[src/rtl/disk_track_ctrl.sv]
// Whole-track NIB transfer sequencer between the SD block interface and the floppy track buffer.
// Flushes a dirty track before leaving it, loads the new one, and stalls the CPU meanwhile.
module disk_track_ctrl #(
  parameter int unsigned SECTORS = 13,
  parameter int unsigned TRACK_W = 6
) (
  input  logic               clk_sys,
  input  logic               reset,
  input  logic [TRACK_W-1:0] track,
  input  logic               track_dirty,
  output logic               dirty_clr,
  input  logic               img_mounted,
  input  logic               img_valid,
  output logic [31:0]        sd_lba,
  output logic               sd_rd,
  output logic               sd_wr,
  input  logic               sd_ack,
  output logic [3:0]         track_sec,
  output logic               cpu_wait,
  output logic               busy
);

  localparam int unsigned PROD_W = 10;
  localparam int unsigned SEC_W  = 4;
  localparam int unsigned LBA_W  = 32;
  localparam logic [SEC_W-1:0] LAST_SEC = SEC_W'(SECTORS - 1);

  typedef enum logic [1:0] {IDLE, FLUSH, LOAD, ACKWAIT} state_t;

  state_t             state, state_nx;
  logic [TRACK_W-1:0] cur_track, cur_track_nx;
  logic               loaded, loaded_nx;
  logic               mnt, mnt_nx;
  logic               old_ack;
  logic [LBA_W-1:0]   sd_lba_nx;
  logic               sd_rd_nx, sd_wr_nx;
  logic [SEC_W-1:0]   track_sec_nx;
  logic               cpu_wait_nx, dirty_clr_nx, busy_nx;

  logic mnt_eff, req, ack_rise, ack_fall;

  // First LBA of a track; product fits 10 bits for 13 sectors x 64 tracks.
  function automatic logic [LBA_W-1:0] track_base(input logic [TRACK_W-1:0] t);
    logic [PROD_W-1:0] p;
    p = PROD_W'(SECTORS) * PROD_W'(t);
    return LBA_W'(p);
  endfunction

  // A same-cycle mount counts, so a simultaneous mount and track step never flushes.
  assign mnt_eff  = mnt | img_mounted;
  assign req      = (track != cur_track) | mnt_eff;
  assign ack_rise = sd_ack & ~old_ack;
  assign ack_fall = ~sd_ack & old_ack;

  always_ff @(posedge clk_sys) begin
    if (reset) begin
      state     <= ACKWAIT;
      cur_track <= '1;
      loaded    <= 1'b0;
      mnt       <= 1'b1;
      old_ack   <= 1'b0;
      sd_lba    <= '0;
      sd_rd     <= 1'b0;
      sd_wr     <= 1'b0;
      track_sec <= '0;
      cpu_wait  <= 1'b0;
      dirty_clr <= 1'b0;
      busy      <= 1'b0;
    end else begin
      state     <= state_nx;
      cur_track <= cur_track_nx;
      loaded    <= loaded_nx;
      mnt       <= mnt_nx;
      old_ack   <= sd_ack;
      sd_lba    <= sd_lba_nx;
      sd_rd     <= sd_rd_nx;
      sd_wr     <= sd_wr_nx;
      track_sec <= track_sec_nx;
      cpu_wait  <= cpu_wait_nx;
      dirty_clr <= dirty_clr_nx;
      busy      <= busy_nx;
    end
  end

  always_comb begin
    state_nx     = state;
    cur_track_nx = cur_track;
    loaded_nx    = loaded;
    mnt_nx       = mnt | img_mounted;
    sd_lba_nx    = sd_lba;
    sd_rd_nx     = sd_rd;
    sd_wr_nx     = sd_wr;
    track_sec_nx = track_sec;
    cpu_wait_nx  = cpu_wait;
    dirty_clr_nx = 1'b0;

    case (state)
      ACKWAIT: begin
        if (!sd_ack) state_nx = IDLE;
      end
      IDLE: begin
        // dirty_clr still high means the dirty flag just flushed has not cleared yet.
        if (req) begin
          if (loaded && track_dirty && !mnt_eff && !dirty_clr) begin
            sd_lba_nx    = track_base(cur_track);
            track_sec_nx = '0;
            sd_wr_nx     = 1'b1;
            cpu_wait_nx  = 1'b1;
            state_nx     = FLUSH;
          end else if (img_valid) begin
            cur_track_nx = track;
            sd_lba_nx    = track_base(track);
            track_sec_nx = '0;
            sd_rd_nx     = 1'b1;
            cpu_wait_nx  = 1'b1;
            mnt_nx       = 1'b0;
            state_nx     = LOAD;
          end else begin
            cur_track_nx = track;
            loaded_nx    = 1'b0;
            mnt_nx       = 1'b0;
            cpu_wait_nx  = 1'b0;
          end
        end
      end
      FLUSH, LOAD: begin
        if (ack_rise) begin
          sd_lba_nx = sd_lba + 32'd1;
          if (track_sec == LAST_SEC) begin
            sd_rd_nx = 1'b0;
            sd_wr_nx = 1'b0;
          end
        end
        // Request already dropped on this sector's rise: this fall ends the track.
        if (ack_fall) begin
          track_sec_nx = track_sec + 4'd1;
          if (!sd_rd && !sd_wr) begin
            state_nx = IDLE;
            if (state == FLUSH) begin
              dirty_clr_nx = 1'b1;
            end else begin
              loaded_nx   = 1'b1;
              cpu_wait_nx = 1'b0;
            end
          end
        end
      end
      default: state_nx = ACKWAIT;
    endcase

    busy_nx = (state_nx != IDLE);
  end

endmodule

[config.mk]
export PLATFORM = sky130hd
export DESIGN_NAME = disk_track_ctrl
export DESIGN_NICKNAME = d
export VERILOG_FILES = /design/src/rtl/disk_track_ctrl.sv
export SDC_FILE = /design/constraint.sdc
export NUM_CORES = 1
export LEC_CHECK = 0
export CORE_MARGIN = 1.5
export CORE_UTILIZATION = 53
export DETAILED_ROUTE_END_ITERATION = 8
export PLACE_DENSITY = 0.79
export SLEW_MARGIN = 20
export SYNTH_ARGS = -nofsm -noshare
export SYNTH_HDL_FRONTEND = slang
export SYNTH_SLANG_ARGS = --single-unit
[constraint.sdc]
create_clock -name clk_sys -period 3.4 [get_ports clk_sys]
set_input_delay 0.85 -clock clk_sys [delete_from_list [all_inputs] [get_ports clk_sys]]
set_output_delay 0.85 -clock clk_sys [all_outputs]
set_load 0.05 [all_outputs]
==> impl_metrics.csv, run 1 <==
group,metric,value,unit
outcome,status,"finished clean",
power_and_ir_drop,power.share.sequential,0.253,
drt,wirelength,9.20,mm
timing,fmax,0.301,GHz
place,place_area,4490,µm²
drt,ant_nets,0,
timing,worst_slew_pin_slew,0.516,ns
place,dp_worst_setup_slack,-0.407,ns
timing,max-slew-margin-rel,0.647,
cells_and_area,fin_util,0.676,
min_path,holdCritPathClass,"reg2reg",
synth,synth.area.top_cells,"dfxtp_1 (28%), ha_1 (13%), nand2_1 (4.7%)",
cts,numCtsBuffers,5,
cells_and_area,final.fill_count,576,
cts,cts_tree,"done",
synth,yosysSeqAreaShare,0.277,
power_and_ir_drop,leakage,0.00185,µW
floorplan,core_area,6830,µm²
floorplan,initial_core_util,0.551,
power_and_ir_drop,cellPowerDensity,718,nW/µm²
synth,synth_top_area_frac,0.277,
floorplan,num_io_pins,53,
power_and_ir_drop,p_int,1730,µW
cts,clockBufferDepth,2,
cts,cts_hold_buf,0,
cts,clock-sinks,52,
timing,hold_violations,0,
synth,ys_ff_latch,52,
synth,syn-instance-count,455,
drt,vias_per_cell,5.86,
synth,synth_fp_nets,511,
power_and_ir_drop,ir_drop,0.000473,V
cts,clk_latency,0.33,ns
cells_and_area,layout.area.seq,1040,µm²
synth,avgSynthCellArea,8.27,µm²
worst_setup_path,path_class,"in2reg",
place,port_buffers,52,
run,maxCapViolCount,0,
timing,setup_ws,0.0829,ns
timing,setup_violations,0,
cells_and_area,finalInstanceArea,4620,µm²
floorplan,row_count,30,
timing,skew,0.0120,ns
timing,period_minus_slack,3.32,ns
synth,synth_cell_types,60,
synth,ys_warn_count,0,
drt,wl_per_cell,14.9,µm
power_and_ir_drop,switchingPower,1590,µW
drt,vias,3607,
cells_and_area,layout.nets,575,
place,hpwlAfterDp,7.04,mm
floorplan,die_w,87.3,µm
synth,synth-edff-count,0,
synth,ys.flop_type,"dfxtp_1",
grt,grt_pass1_wl,15.3,mm
cts,cts_setup_buffers,0,
floorplan,die-height,87.3,µm
drt,firstDrtPassIters,4,
power_and_ir_drop,power.share.combinational,0.633,
synth,yosys.area.top_type,"dfxtp_1",
power_and_ir_drop,p_clk_frac,0.114,
floorplan,dieArea,7620,µm²
grt,antenna_found_initial,0,
grt,overflow,0,
worst_setup_path,crit_fanout,3,
worst_setup_path,worstSetupEndpointType,"register",
cts,htreeDepth,2,
cts,clkTransAtPathRegs,0.11,ns
cts,cts_root_buf,"clkbuf_8",
power_and_ir_drop,sw_frac_of_total,0.479,
grt,grt_pass1_vias,3348,
worst_setup_path,start_kind,"input pin",
cells_and_area,multi_input_area,2560,µm²
place,place_congestion,0.958,
drt,drtIter0Drc,214,
cells_and_area,antennaDiodeCount,0,
synth,async_flop_share,0,
worst_setup_path,arrival,3.58,ns
grt,grt_max_degree,25,
cells_and_area,area_growth,22.8,%
worst_setup_path,cp.required,3.66,ns
cells_and_area,layout-drive-gt1-share,0.0942,
timing,drv_slew,0,
synth,syn_area,3760,µm²
drt,post-route-drc-count,0,
timing,period_share,0.976,
grt,track_usage,0.252,
## critical path, stage by stage
cell and delay [ns]:
clkdlybuf4s50_1 0.45, ha_1 0.31, ha_1 0.28, ha_1 0.24
fa_2 0.42, a211oi_2 0.26, o21bai_1 0.15, a21oi_2 0.18
mux2i_1 0.21, o211ai_1 0.11, a31oi_1 0.13
## area by class of cell
| type | count | share of cell area |
|---|---|---|
| multi-input cells | 356 | 0.555 |
| flip-flops and latches | 52 | 0.225 |
| repair buffers | 75 | 0.151 |
| well taps | 96 | 0.0260 |
| inverters | 29 | 0.0236 |
| clock buffers | 5 | 0.0149 |
| clock inverters | 3 | 0.00514 |
## metal layers
layer,share of wire,global-route usage,vias to the layer above
li1,-,-,1775
met1,0.45,0.320,1722
met2,0.49,0.445,97
met3,0.048,0.0341,13
met4,0.015,0.0707,0
met5,0,0,-
## layout by cell type (no fill, tap or decap), types with 10 or more instances in the layout
cell             instances
inv_1                   29
ha_1                    37
dfxtp_1                 52
clkdlybuf4s50_1         51
buf_4                   23
nand3_1                 11
nand2b_1                11
nand2_1                 47
xnor2_1                 16
a21oi_1                 30
nor2_1                  30
o21ai_0                 24
mux2i_1                 10
## power groups by stage
stage	clock network [µW]	registers, µW	logic [µW]
after floorplan	0	1000	1360
after global placement	0	844	1990
after detailed placement	0	851	2050
after CTS	387	837	2070
after global routing	407	854	2340
final	377	840	2100
## cells in the mapped netlist (5+ instances only)
cell type	count
nor2_1	30
or3_1	9
a211oi_1	8
inv_1	29
a21oi_1	31
o21bai_1	5
mux2i_1	10
nand2b_1	11
nand2_1	47
ha_1	38
o211ai_1	6
a21o_1	5
dfxtp_1	52
nand4_1	9
o21ai_0	25
nand3_1	11
nor3_1	9
or4_1	7
fa_1	6
xnor2_1	16
clkbuf_1	14
nand3b_1	5
## registers in the layout, summed over array words and instances (netlist names)
signal / flops
old_ack: 1
state: 2
dirty_clr: 1
busy: 1
loaded: 1
mnt: 1
cur_track: 6
cpu_wait: 1
track_sec: 4
sd_lba: 32
sd_rd: 1
sd_wr: 1
## stage by stage
stage / total power [µW] / TNS (ns) / hold slack, ns / instances
3_5_place_dp: 2900 / -1.46 / 0.466 / 608
5_1_grt: 3600 / -0.0444 / 0.524 / 616
2_1_floorplan: 2360 / 0 / 0.499 / 455
3_3_place_gp: 2830 / -1.01 / 0.458 / 608
4_1_cts: 3290 / 0 / 0.481 / 616
6_report: 3320 / 0 / 0.479 / 616
## kinds of logic after synthesis
kind of cell | count (synthesis) | synth area share
AOI/OAI and AO/OA | 108 | 0.187
adders and majority gates | 44 | 0.158
xor gates and xnor gates | 20 | 0.0465
muxes | 11 | 0.0296
and+or+nand+nor | 173 | 0.251
DFF | 52 | 0.277
buffers and inverters | 47 | 0.0515
## final timing paths
| kind | start | end | slack, ns | cells after the start |
|---|---|---|---|---|
| worst min register to register | sd_lba[31]$_SDFFE_PP0P_ | sd_lba[31]$_SDFFE_PP0P_ | 0.48 | 2 |
| worst max register to register | cur_track[2]$_SDFFE_PP1P_ | sd_lba[9]$_SDFFE_PP0P_ | 0.50 | 9 |
| worst min-delay path | sd_lba[31]$_SDFFE_PP0P_ | sd_lba[31]$_SDFFE_PP0P_ | 0.48 | 2 |
| worst max-delay path | track[0] | sd_lba[9]$_SDFFE_PP0P_ | 0.08 | 11 |
## timing repair
action,in CTS,in global routing
setup endpoints to repair,2,3
pin swaps,1,6
resized for setup,2,6
(Power assumes the default switching activity.)
==> inputs of run 2 (changes only) <==
--- a/config.mk
+++ b/config.mk
@@ -6,9 +6,10 @@
 export NUM_CORES = 1
 export LEC_CHECK = 0
 export CORE_MARGIN = 1.5
-export CORE_UTILIZATION = 53
+export CORE_UTILIZATION = 30
+export CTS_CLUSTER_DIAMETER = 200
 export DETAILED_ROUTE_END_ITERATION = 8
-export PLACE_DENSITY = 0.79
+export PLACE_DENSITY = 0.5
 export SLEW_MARGIN = 20
 export SYNTH_ARGS = -nofsm -noshare
 export SYNTH_HDL_FRONTEND = slang
==> run 2 against run 1 <==
Clock skew decreased by 0.0068 ns. Core utilization shrank 28 points. Final cell count grew 13%. Critical endpoint is now sd_lba[8]$_SDFFE_PP0P_. Combinational power barely moved. Design area rose by 4.5%. Die area increased by 74%. Maximum frequency is 1.4% higher.
==> impl_metrics.csv, run 2 (synthesis gave the netlist of run 1 again) <==
group,metric,value,unit
outcome,status,"finished clean",
drt,post-route-drc-count,0,
cells_and_area,antennaDiodeCount,0,
cts,cts_hold_buf,0,
grt,grt_pass1_vias,3411,
grt,antenna_found_initial,0,
grt,grt_max_degree,21,
cells_and_area,largest_register,"sd_lba",
worst_setup_path,critPathBufInv,1,
drt,drtIter0Drc,265,
floorplan,row_count,40,
worst_setup_path,worstSetupEndpointType,"register",
cells_and_area,layout_common_cells,"dfxtp_1 (52), clkdlybuf4s50_1 (50), nand2_1 (47)",
cts,htreeDepth,2,
worst_setup_path,path_class,"in2reg",
grt,grt_pass1_wl,16.8,mm
cts,cts_tree,"done",
power_and_ir_drop,total_power,3490,µW
min_path,holdCritPathClass,"reg2reg",
floorplan,initial_core_util,0.311,
drt,firstDrtPassIters,4,
drt,vias_per_cell,5.08,
timing,period_minus_slack,3.27,ns
power_and_ir_drop,ir_drop,0.000434,V
cts,clockBufferDepth,2,
drt,wirelength,10.1,mm
place,place_congestion,0.828,
power_and_ir_drop,cellPowerDensity,722,nW/µm²
timing,hold_violations,0,
floorplan,die_w,115,µm
cells_and_area,layout-drive-gt1-share,0.106,
cts,clkTransAtPathRegs,0.07,ns
cells_and_area,layout.nets,584,
floorplan,num_io_pins,53,
floorplan,dieArea,13200,µm²
place,port_buffers,52,
drt,ant_nets,0,
power_and_ir_drop,leakage,0.00194,µW
cts,clock-sinks,52,
grt,overflow,0,
cells_and_area,largest_register_ffs,32,
worst_setup_path,crit_fanout,3,
timing,worst_slew_pin_slew,0.524,ns
worst_setup_path,start_kind,"input pin",
timing,drv_slew,0,
cells_and_area,reg_top3,"sd_lba x32, cur_track x6, track_sec x4",
cts,cts_root_buf,"clkbuf_16",
timing,max-slew-margin-rel,0.642,
worst_setup_path,path_common_cell,"ha_1",
floorplan,die-height,115,µm
worst_setup_path,cp.required,3.59,ns
worst_setup_path,crit_slowest_cell,"clkdlybuf4s50_1",
worst_setup_path,arrival,3.46,ns
worst_setup_path,slowest_delay,0.51,ns
cells_and_area,area_growth,28.3,%
place,hpwlAfterDp,7.89,mm
worst_setup_path,crit_chain,"clkdlybuf4s50_1 > ha_1 > fa_1 > ha_1 > a211oi_1 > o21bai_1 > a21oi_1 > xor2_1 > nand3_1 > a32o_1",
cts,numCtsBuffers,5,
timing,skew,0.00524,ns
timing,tns,0,ns
timing,period_share,0.962,
place,place_area,4650,µm²
drt,vias,3544,
run,maxCapViolCount,0,
cts,cts_setup_buffers,0,
drt,wl_per_cell,14.6,µm
cells_and_area,fin_util,0.399,
grt,track_usage,0.157,
worst_setup_path,cp_top_family,"adder cells",
timing,fmax,0.306,GHz
floorplan,core_area,12100,µm²
cells_and_area,layout_commonest_cell,"dfxtp_1",
cts,clk_latency,0.29,ns
timing,setup_violations,0,
cells_and_area,finalInstanceArea,4830,µm²
[run 2: power breakdown]
group	switching, µW	leakage [µW]	total, µW	internal, µW
Combinational	1230	0.00144	2120	890
Clock	235	0.0000766	526	291
Sequential	127	0.000422	835	708
Total	1600	0.00194	3490	1890
[run 2: final timing paths]
path / cells past startpoint / from / end / slack, ns
setup / recovery: 10 / track[2] / sd_lba[8]$_SDFFE_PP0P_ / 0.13
hold / removal: 2 / sd_lba[31]$_SDFFE_PP0P_ / sd_lba[31]$_SDFFE_PP0P_ / 0.49
setup reg to reg: 9 / cur_track[2]$_SDFFE_PP1P_ / sd_lba[9]$_SDFFE_PP0P_ / 0.53
hold reg to reg: 2 / sd_lba[31]$_SDFFE_PP0P_ / sd_lba[31]$_SDFFE_PP0P_ / 0.49
[run 2: cell type report]
type / count / area, µm²
Clock inverter: 2 / 10.0
Clock buffer: 6 / 139
Inverter: 29 / 109
Tap cell: 168 / 210
Fill cell: 1265 / 7280
Multi-Input combinational cell: 356 / 2550
Sequential cell: 52 / 1040
Timing Repair Buffer: 84 / 766
[run 2: through the flow]
step	hold slack (ns)	worst slack [ns]	instances
floorplan	0.499	0.253	455
global placement	0.465	-0.358	689
detailed placement	0.478	-0.371	689
CTS	0.489	0.0273	697
global route	0.511	-0.00871	697
finish	0.487	0.129	697
[run 2: metal layers]
metal | vias up | track usage | wire length (µm)
li1 | 1791 | - | -
met1 | 1676 | 0.214 | 5020
met2 | 65 | 0.264 | 4680
met3 | 12 | 0.0237 | 298
met4 | 0 | 0.0337 | 144
met5 | - | 0 | 0
[run 2: worst register-to-register path, delay by kind of cell (launching register included)]
kind                       cells  cell delay (ns)
DFF                            1             0.45
adders and majority gates      3             1.33
xor gates and xnor gates       1             0.08
AOI/OAI and AO/OA              5             0.90
[run 2: what timing repair did]
| action | CTS | global route |
|---|---|---|
| resized for setup | 2 | 4 |
| hold endpoints to repair | 0 | 0 |
| pin swaps | 0 | 5 |
| setup endpoints to repair | 2 | 3 |
